===== config.mk =====
export PLATFORM = sky130hd
export DESIGN_NAME = fetch_unit_flat
export DESIGN_NICKNAME = d
export VERILOG_FILES = /design/src/rtl/fetch_pkg.sv /design/src/rtl/fetch_unit_if.sv /design/src/rtl/fetch_queue.sv /design/src/rtl/fetch_unit.sv /design/src/flat_wrapper.sv
export SDC_FILE = /design/constraint.sdc
export NUM_CORES = 1
export LEC_CHECK = 0
export CAP_MARGIN = 15
export CORE_UTILIZATION = 44
export DETAILED_ROUTE_END_ITERATION = 16
export PLACE_DENSITY = 0.64
export SYNTH_ARGS = -nofsm -noshare
export SYNTH_HDL_FRONTEND = slang
export SYNTH_HIERARCHICAL = 1
export SYNTH_SLANG_ARGS = --single-unit
export TNS_END_PERCENT = 30

===== constraint.sdc =====
create_clock -name clk -period 4 [get_ports clk]
set_input_delay 0.8 -clock clk [delete_from_list [all_inputs] [get_ports clk]]
set_output_delay 0.8 -clock clk [all_outputs]
set_load 0.1 [all_outputs]

===== src/rtl/fetch_pkg.sv =====
// fetch_pkg: shared types, constants and helpers for the instruction fetch
// stage (fetch_unit, fetch_queue).
//   INSTR_BYTES   : bytes per instruction word.
//   fetch_entry_t : one queued instruction (word and its PC).
//   epoch_tag_t   : epoch bit carried by every outstanding read.
//   branch_target : redirect address from the Execute PC and an
//                   instruction-granular signed offset.
package fetch_pkg;

  localparam int unsigned INSTR_BYTES = 4;

  typedef struct packed {
    logic [31:0] word;
    logic [31:0] pc;
  } fetch_entry_t;

  typedef logic epoch_tag_t;

  // Offset is in instructions, so scale to bytes; the add wraps at 2^32.
  function automatic logic [31:0] branch_target(input logic [31:0] ex_pc,
                                                input logic [31:0] delta);
    branch_target = ex_pc + (delta << 2);
  endfunction

endpackage


===== src/rtl/fetch_unit_if.sv =====
// fetch_unit_if: groups the instruction-memory read port and the Decode
// valid/ready handshake of the fetch stage.
//   imem_req/imem_addr      : read strobe and word address (fetch -> imem)
//   imem_rdata/imem_rvalid  : returned word and its strobe (imem -> fetch)
//   instr_valid/instr/instr_pc : instruction offered to Decode
//   instr_ready             : Decode accepts the offered instruction
// Modports: master = fetch stage side, slave = memory/Decode side.
interface fetch_unit_if;
  logic        imem_req;
  logic [31:0] imem_addr;
  logic [31:0] imem_rdata;
  logic        imem_rvalid;
  logic        instr_valid;
  logic        instr_ready;
  logic [31:0] instr;
  logic [31:0] instr_pc;

  modport master (
    output imem_req, imem_addr, instr_valid, instr, instr_pc,
    input  imem_rdata, imem_rvalid, instr_ready
  );

  modport slave (
    input  imem_req, imem_addr, instr_valid, instr, instr_pc,
    output imem_rdata, imem_rvalid, instr_ready
  );
endinterface


===== src/rtl/fetch_queue.sv =====
// fetch_queue: synchronous FIFO of fetched instructions.
//   push/push_data : write one entry (accepted when not full, or when a pop
//                    frees a slot in the same cycle)
//   pop            : remove the head entry (ignored when empty)
//   flush          : empty the queue; wins over push and pop
//   full/empty/count : occupancy status
//   head           : current head entry, registered storage (no bypass)
module fetch_queue
  import fetch_pkg::*;
#(
  parameter int unsigned DEPTH = 2
) (
  input  logic                   clk,
  input  logic                   rst_n,
  input  logic                   push,
  input  fetch_entry_t           push_data,
  input  logic                   pop,
  input  logic                   flush,
  output logic                   full,
  output logic                   empty,
  output logic [$clog2(DEPTH):0] count,
  output fetch_entry_t           head
);

  localparam int unsigned AW = $clog2(DEPTH);
  localparam logic [AW:0] DEPTH_C = (AW+1)'(DEPTH);

  logic [AW-1:0] wr_ptr_r;
  logic [AW-1:0] rd_ptr_r;
  logic [AW:0]   count_r;
  fetch_entry_t  mem_r [DEPTH];
  logic          do_pop_s;
  logic          do_push_s;

  assign do_pop_s  = pop && (count_r != '0);
  assign do_push_s = push && ((count_r != DEPTH_C) || do_pop_s);

  assign full  = (count_r == DEPTH_C);
  assign empty = (count_r == '0);
  assign count = count_r;
  assign head  = mem_r[rd_ptr_r];

  // Storage, pointers and occupancy; flush clears pointers only.
  always_ff @(posedge clk or negedge rst_n) begin
    if (!rst_n) begin
      wr_ptr_r <= '0;
      rd_ptr_r <= '0;
      count_r  <= '0;
      for (int i = 0; i < DEPTH; i++) begin
        mem_r[i] <= '0;
      end
    end else if (flush) begin
      wr_ptr_r <= '0;
      rd_ptr_r <= '0;
      count_r  <= '0;
    end else begin
      if (do_push_s) begin
        mem_r[wr_ptr_r] <= push_data;
        wr_ptr_r        <= wr_ptr_r + AW'(1);
      end
      if (do_pop_s) begin
        rd_ptr_r <= rd_ptr_r + AW'(1);
      end
      case ({do_push_s, do_pop_s})
        2'b10:   count_r <= count_r + (AW+1)'(1);
        2'b01:   count_r <= count_r - (AW+1)'(1);
        default: count_r <= count_r;
      endcase
    end
  end

endmodule


===== src/rtl/fetch_unit.sv =====
// fetch_unit: front-end instruction fetch stage. Owns the PC, issues
// single-word reads to instruction memory, buffers returned words in
// fetch_queue and offers them to Decode over valid/ready. A taken branch
// from Execute redirects the PC to ex_pc + 4*delta, flushes the queue and
// retires in-flight reads through an epoch tag.
//   clk, rst_n    : clock, asynchronous active-low reset
//   branch_taken  : Execute reports a taken branch this cycle
//   branch_delta  : signed branch offset in instructions
//   bus (master)  : imem read port and Decode handshake
// Optional build macro FETCH_PERF_CNT_EN adds perf_fetched (transfers to
// Decode) and perf_flushed (dropped queue entries plus stale responses).
module fetch_unit
  import fetch_pkg::*;
#(
  parameter logic [31:0] RESET_PC    = 32'h0000_0000,
  parameter int unsigned QUEUE_DEPTH = 2,
  parameter int unsigned IMEM_LAT    = 1
) (
  input  logic         clk,
  input  logic         rst_n,
  input  logic         branch_taken,
  input  logic [31:0]  branch_delta,
  fetch_unit_if.master bus
`ifdef FETCH_PERF_CNT_EN
  ,
  output logic [31:0]  perf_fetched,
  output logic [31:0]  perf_flushed
`endif
);

  localparam int unsigned CW = $clog2(QUEUE_DEPTH) + 1;
  localparam int unsigned SW = $clog2(QUEUE_DEPTH + IMEM_LAT) + 2;

  logic                run_r;
  logic [31:0]         pc_r;
  logic [31:0]         ex_pc_r;
  epoch_tag_t          epoch_r;
  logic [IMEM_LAT-1:0] pipe_vld_r;
  epoch_tag_t          pipe_tag_r [IMEM_LAT];
  logic [31:0]         pipe_pc_r  [IMEM_LAT];

  logic                q_full_s;
  logic                q_empty_s;
  logic [CW-1:0]       q_count_s;
  fetch_entry_t        q_head_s;
  fetch_entry_t        q_push_data_s;
  logic                xfer_s;
  logic                resp_s;
  logic                resp_live_s;
  logic                resp_stale_s;
  logic [SW-1:0]       inflight_s;
  logic                issue_s;

  assign xfer_s = !q_empty_s && bus.instr_ready;

  // The pipeline tail lines up with imem_rvalid because latency is fixed.
  assign resp_s       = bus.imem_rvalid && pipe_vld_r[IMEM_LAT-1];
  assign resp_live_s  = resp_s && (pipe_tag_r[IMEM_LAT-1] == epoch_r) && !branch_taken;
  assign resp_stale_s = resp_s && !resp_live_s;

  // Outstanding reads, including the one whose response returns this cycle.
  always_comb begin
    inflight_s = '0;
    for (int i = 0; i < IMEM_LAT; i++) begin
      inflight_s = inflight_s + SW'(pipe_vld_r[i]);
    end
  end

  // A Decode transfer this cycle frees its slot before any new response can
  // land, which is what sustains one instruction per cycle.
  assign issue_s = run_r && !branch_taken &&
                   ((SW'(q_count_s) + inflight_s) < (SW'(QUEUE_DEPTH) + SW'(xfer_s)));

  assign bus.imem_req  = issue_s;
  assign bus.imem_addr = pc_r;

  assign q_push_data_s = '{word: bus.imem_rdata, pc: pipe_pc_r[IMEM_LAT-1]};

  fetch_queue #(
    .DEPTH (QUEUE_DEPTH)
  ) u_queue (
    .clk       (clk),
    .rst_n     (rst_n),
    .push      (resp_live_s),
    .push_data (q_push_data_s),
    .pop       (xfer_s),
    .flush     (branch_taken),
    .full      (q_full_s),
    .empty     (q_empty_s),
    .count     (q_count_s),
    .head      (q_head_s)
  );

  assign bus.instr_valid = !q_empty_s;
  assign bus.instr       = q_head_s.word;
  assign bus.instr_pc    = q_head_s.pc;

  // PC, epoch, Execute PC and the in-flight read pipeline.
  always_ff @(posedge clk or negedge rst_n) begin
    if (!rst_n) begin
      run_r      <= 1'b0;
      pc_r       <= RESET_PC;
      ex_pc_r    <= 32'h0000_0000;
      epoch_r    <= 1'b0;
      pipe_vld_r <= '0;
      for (int i = 0; i < IMEM_LAT; i++) begin
        pipe_tag_r[i] <= 1'b0;
        pipe_pc_r[i]  <= 32'h0000_0000;
      end
    end else begin
      run_r <= 1'b1;
      if (branch_taken) begin
        pc_r    <= branch_target(ex_pc_r, branch_delta);
        epoch_r <= ~epoch_r;
      end else if (issue_s) begin
        pc_r <= pc_r + 32'(INSTR_BYTES);
      end
      if (xfer_s) begin
        ex_pc_r <= q_head_s.pc;
      end
      pipe_vld_r[0] <= issue_s;
      pipe_tag_r[0] <= epoch_r;
      pipe_pc_r[0]  <= pc_r;
      for (int i = 1; i < IMEM_LAT; i++) begin
        pipe_vld_r[i] <= pipe_vld_r[i-1];
        pipe_tag_r[i] <= pipe_tag_r[i-1];
        pipe_pc_r[i]  <= pipe_pc_r[i-1];
      end
    end
  end

  // Queue-full status is implied by the issue rule; kept for visibility.
  logic unused_s;
  assign unused_s = q_full_s;

`ifdef FETCH_PERF_CNT_EN
  logic [31:0] flush_drop_s;

  // Entries lost this cycle: flushed queue contents (minus the one Decode
  // takes) plus any response that is discarded.
  always_comb begin
    flush_drop_s = 32'h0000_0000;
    if (branch_taken) begin
      flush_drop_s = 32'(q_count_s) - 32'(xfer_s);
    end else begin
      flush_drop_s = 32'h0000_0000;
    end
    flush_drop_s = flush_drop_s + 32'(resp_stale_s);
  end

  // Event counters, wrapping at 2^32.
  always_ff @(posedge clk or negedge rst_n) begin
    if (!rst_n) begin
      perf_fetched <= 32'h0000_0000;
      perf_flushed <= 32'h0000_0000;
    end else begin
      perf_fetched <= perf_fetched + 32'(xfer_s);
      perf_flushed <= perf_flushed + flush_drop_s;
    end
  end
`endif

endmodule


===== src/flat_wrapper.sv =====
// flat-port wrapper written by rule: the top's interface ports become plain ports
module fetch_unit_flat import fetch_pkg::*;
#(
  parameter logic [31:0] RESET_PC    = 32'h0000_0000,
  parameter int unsigned QUEUE_DEPTH = 2,
  parameter int unsigned IMEM_LAT    = 1
)
  (clk, rst_n, branch_taken, branch_delta, bus_imem_req, bus_imem_addr, bus_instr_valid, bus_instr, bus_instr_pc, bus_imem_rdata, bus_imem_rvalid, bus_instr_ready);
  fetch_unit_if bus_i ();
  input  logic clk;
  input  logic rst_n;
  input  logic branch_taken;
  input  logic [31:0] branch_delta;
  output wire logic [$bits(bus_i.imem_req)-1:0] bus_imem_req;
  output wire logic [$bits(bus_i.imem_addr)-1:0] bus_imem_addr;
  output wire logic [$bits(bus_i.instr_valid)-1:0] bus_instr_valid;
  output wire logic [$bits(bus_i.instr)-1:0] bus_instr;
  output wire logic [$bits(bus_i.instr_pc)-1:0] bus_instr_pc;
  input wire logic [$bits(bus_i.imem_rdata)-1:0] bus_imem_rdata;
  input wire logic [$bits(bus_i.imem_rvalid)-1:0] bus_imem_rvalid;
  input wire logic [$bits(bus_i.instr_ready)-1:0] bus_instr_ready;
  assign bus_imem_req = bus_i.imem_req;
  assign bus_imem_addr = bus_i.imem_addr;
  assign bus_instr_valid = bus_i.instr_valid;
  assign bus_instr = bus_i.instr;
  assign bus_instr_pc = bus_i.instr_pc;
  assign bus_i.imem_rdata = bus_imem_rdata;
  assign bus_i.imem_rvalid = bus_imem_rvalid;
  assign bus_i.instr_ready = bus_instr_ready;
  fetch_unit #(.RESET_PC(RESET_PC), .QUEUE_DEPTH(QUEUE_DEPTH), .IMEM_LAT(IMEM_LAT)) u_core (.clk(clk), .rst_n(rst_n), .branch_taken(branch_taken), .branch_delta(branch_delta), .bus(bus_i));
endmodule

==> results.py <==
metrics = {
    "clock_network": {
        "cts_setup_buffers": 0,
        "root_buffer": "clkbuf_16",
        "htree_num_levels": 1,
        "numCtsBuffers": 27,
        "clkLatencyLatePin_ns": 0.54,
        "cts-hold-fix-buffers": 0,
        "cts_buffer_depth": 3,
        "cts_tree": "done",
        "clk_pin_slew_ns": 0.06,
        "post_cts_resized": 0,
        "cts_sinks": 232,
    },
    "die": {
        "rows": 58,
        "ios": 167,
        "start_util_pct": 44.8,
        "die_area_mm2": 0.0263,
        "die_x_um": 162,
        "die_h_um": 162,
        "core-area_mm2": 0.0252,
    },
    "place": {
        "portBuffers": 164,
        "dp_hpwl_um": 17100,
        "dp_cells": 1340,
        "gp_congestion": 0.835,
    },
    "drt": {
        "vias": 7250,
        "ant_nets": 0,
        "via_per_inst": 5.22,
        "firstDrtPassIters": 4,
        "wirelength_um": 25500,
        "drt_first_iter_violations": 386,
        "drc_errors": 0,
        "wl_per_cell_um": 18.3,
    },
    "logic_synthesis": {
        "ys_types": 68,
        "synth-simple-area-share_pct": 7.13,
        "syn-cell-area_mm2": 0.0113,
        "synth_edf_count": 0,
        "synth_flop_cell": "dfrtp_1",
        "netlist_instances": 861,
        "ys_warn_count": 6,
        "yosys_register_bits": 232,
        "synthesis.nets": 963,
        "yosysTopAreaCell": "dfrtp_1",
        "synth_xor_area_share_pct": 3.72,
        "synth_adder_area_share_pct": 3.72,
        "yosysSeqAreaShare_pct": 51.4,
        "netlist_top_cells_area": "dfrtp_1, mux2_2, mux2_4",
        "synth_top_area_share_pct": 51.4,
        "synth_common_cells": "dfrtp_1, mux2_2, mux2_4",
        "muxShareOfSynthArea_pct": 24.7,
        "synth_compound_area_share_pct": 7.36,
        "avgSynthCellArea_um2": 13.1,
        "synth_top_family_by_area": "multiplexers",
        "yosysMostFrequentCell": "dfrtp_1",
        "synthArstFlopShare_pct": 100,
    },
    "cells_and_area": {
        "post-route-util_pct": 56.0,
        "diodes": 0,
        "fin_cells": 1389,
        "fillers": 2114,
        "drive_gt1_share_pct": 35.2,
        "num-nets-final": 1141,
        "area_growth_syn_to_layout_pct": 25.0,
    },
    "sta": {
        "relSlewSlack_pct": 30.2,
        "finalHoldViolCount": 0,
        "maxSlewViolCount": 0,
        "rsz0062_at_grt": "no",
        "setup_viol": 0,
        "worst_pin_slew_ns": 1.04,
        "fin_crit_sh_pct": 83.4,
        "max_freq_ghz": 0.300,
        "finalSetupTns_ns": 0,
        "skew_ns": 0.0160,
        "period_minus_slack_ns": 3.34,
    },
    "global_routing": {
        "overflow": 0,
        "antenna_found_initial": 0,
        "grt_pass1_wl_um": 40800,
        "grt_max_degree": 89,
        "grt.total_usage_pct": 19.6,
        "grt_pass1_vias": 7387,
    },
    "critical_path": {
        "crit_path_end_kind": "output pin",
        "rrSetupSlack_ns": 1.09,
        "r2r_cells": 10,
        "critPathRequiredTime_ns": 3.20,
        "arrival_ns": 2.54,
        "reg2reg_to": "u_core/bus.imem_addr[28]$_DFFE_PN0N_",
        "worstSetupPathType": "register to output pin",
        "start_kind": "register",
        "cp_max_fo": 14,
        "r2r-start": "u_core/ex_pc_r[2]$_DFFE_PN0P_",
    },
    "min_path": {
        "min_path_type": "primary input to async pin",
    },
    "job": {
        "drv_cap": 0,
    },
    "power": {
        "powerDensity_mw_per_mm2": 891,
        "p_total_mw": 12.6,
        "p_leak_nw": 6.73,
        "vdd_ir_drop_max_mv": 0.522,
    },
    "outcome": {
        "status": "completed",
    },
}
[routing by layer]
layer | share of wire (%) | routed length [um] | track usage (%) | vias up
met4 | 1.9 | 487 | 4.97 | 0
met3 | 4.4 | 1120 | 3.12 | 37
met2 | 44 | 11300 | 30.3 | 156
met1 | 49 | 12500 | 28.7 | 3588
li1 | - | - | - | 3469
met5 | 0 | 0 | 0 | -
[worst max-delay path, stage by stage, from the launching register on]
cell	delay (ns)
dfrtp_1	0.45
ha_1	0.22
ha_1	0.26
inv_1	0.04
o211ai_2	0.38
inv_1	0.38
buf_12	0.28
[where the power goes]
part	switching, mW	internal [mW]
registers	0.595	3.10
logic	4.48	1.96
clock network	0.971	1.47
[placed cells by master, fill, tap and decap left out, types with 10 or more instances in the layout]
| cell type | count |
|---|---|
| clkbuf_16 | 27 |
| a21o_1 | 14 |
| clkdlybuf4s50_1 | 97 |
| nor2_1 | 38 |
| xnor2_1 | 21 |
| nand2_1 | 39 |
| inv_1 | 10 |
| dfrtp_1 | 231 |
| buf_4 | 76 |
| a21oi_1 | 39 |
| nand3_1 | 15 |
| xor2_1 | 27 |
| mux2_4 | 49 |
| o21ai_0 | 15 |
| ha_1 | 32 |
| mux2_2 | 178 |
[sequential cells by signal, indices dropped and copies added (netlist names)]
name                     cells
u_core/u_queue/mem_r       128
u_core/bus.imem_addr        32
u_core/ex_pc_r              32
u_core/pipe_pc_r            32
u_core/u_queue/count         2
u_core/epoch_r               1
u_core/pipe_tag_r            1
u_core/pipe_vld_r            1
u_core/run_r                 1
u_core/u_queue/rd_ptr_r      1
u_core/u_queue/wr_ptr_r      1
[kinds of logic after synthesis]
logic type	count (synthesis)
DFF	232
other	1
adders and majority gates	33
buffers and inverters	43
AOI/OAI and AO/OA	118
and+or+nand+nor	154
muxes	232
xor gates and xnor gates	48
[final cells by class]
type	count	area [um^2]	share of cell area, %
Sequential cell	232	5810	41.1
Tap cell	330	413	2.93
Inverter	11	41.3	0.293
Clock inverter	8	106	0.754
Timing Repair Buffer	181	1680	11.9
Multi-Input combinational cell	586	5290	37.5
Clock buffer	41	778	5.51
[through the flow]
stage / setup WS, ns / hold slack (ns) / area, um^2
2_1_floorplan: 0.792 / 0.409 / 11300
3_3_place_gp: 0.200 / 0.386 / 13200
3_5_place_dp: 0.205 / 0.394 / 13200
4_1_cts: 0.619 / 0.291 / 14100
5_1_grt: 0.453 / 0.316 / 14100
6_report: 0.662 / 0.262 / 14100
[worst max path at each step]
stage | from | endpoint | cells past startpoint
final | u_core/u_queue/count[0]$_DFFE_PN0P_ | bus_imem_req | 6
after global routing | u_core/u_queue/count[0]$_DFFE_PN0P_ | bus_imem_req | 6
after CTS | u_core/u_queue/count[0]$_DFFE_PN0P_ | bus_imem_req | 6
after detailed placement | branch_delta[0] | u_core/bus.imem_addr[28]$_DFFE_PN0N_ | 11
after global placement | branch_delta[0] | u_core/bus.imem_addr[24]$_DFFE_PN0N_ | 13
after floorplan | branch_taken | bus_imem_req | 5
Note: power is estimated with default switching activity, not from simulation.
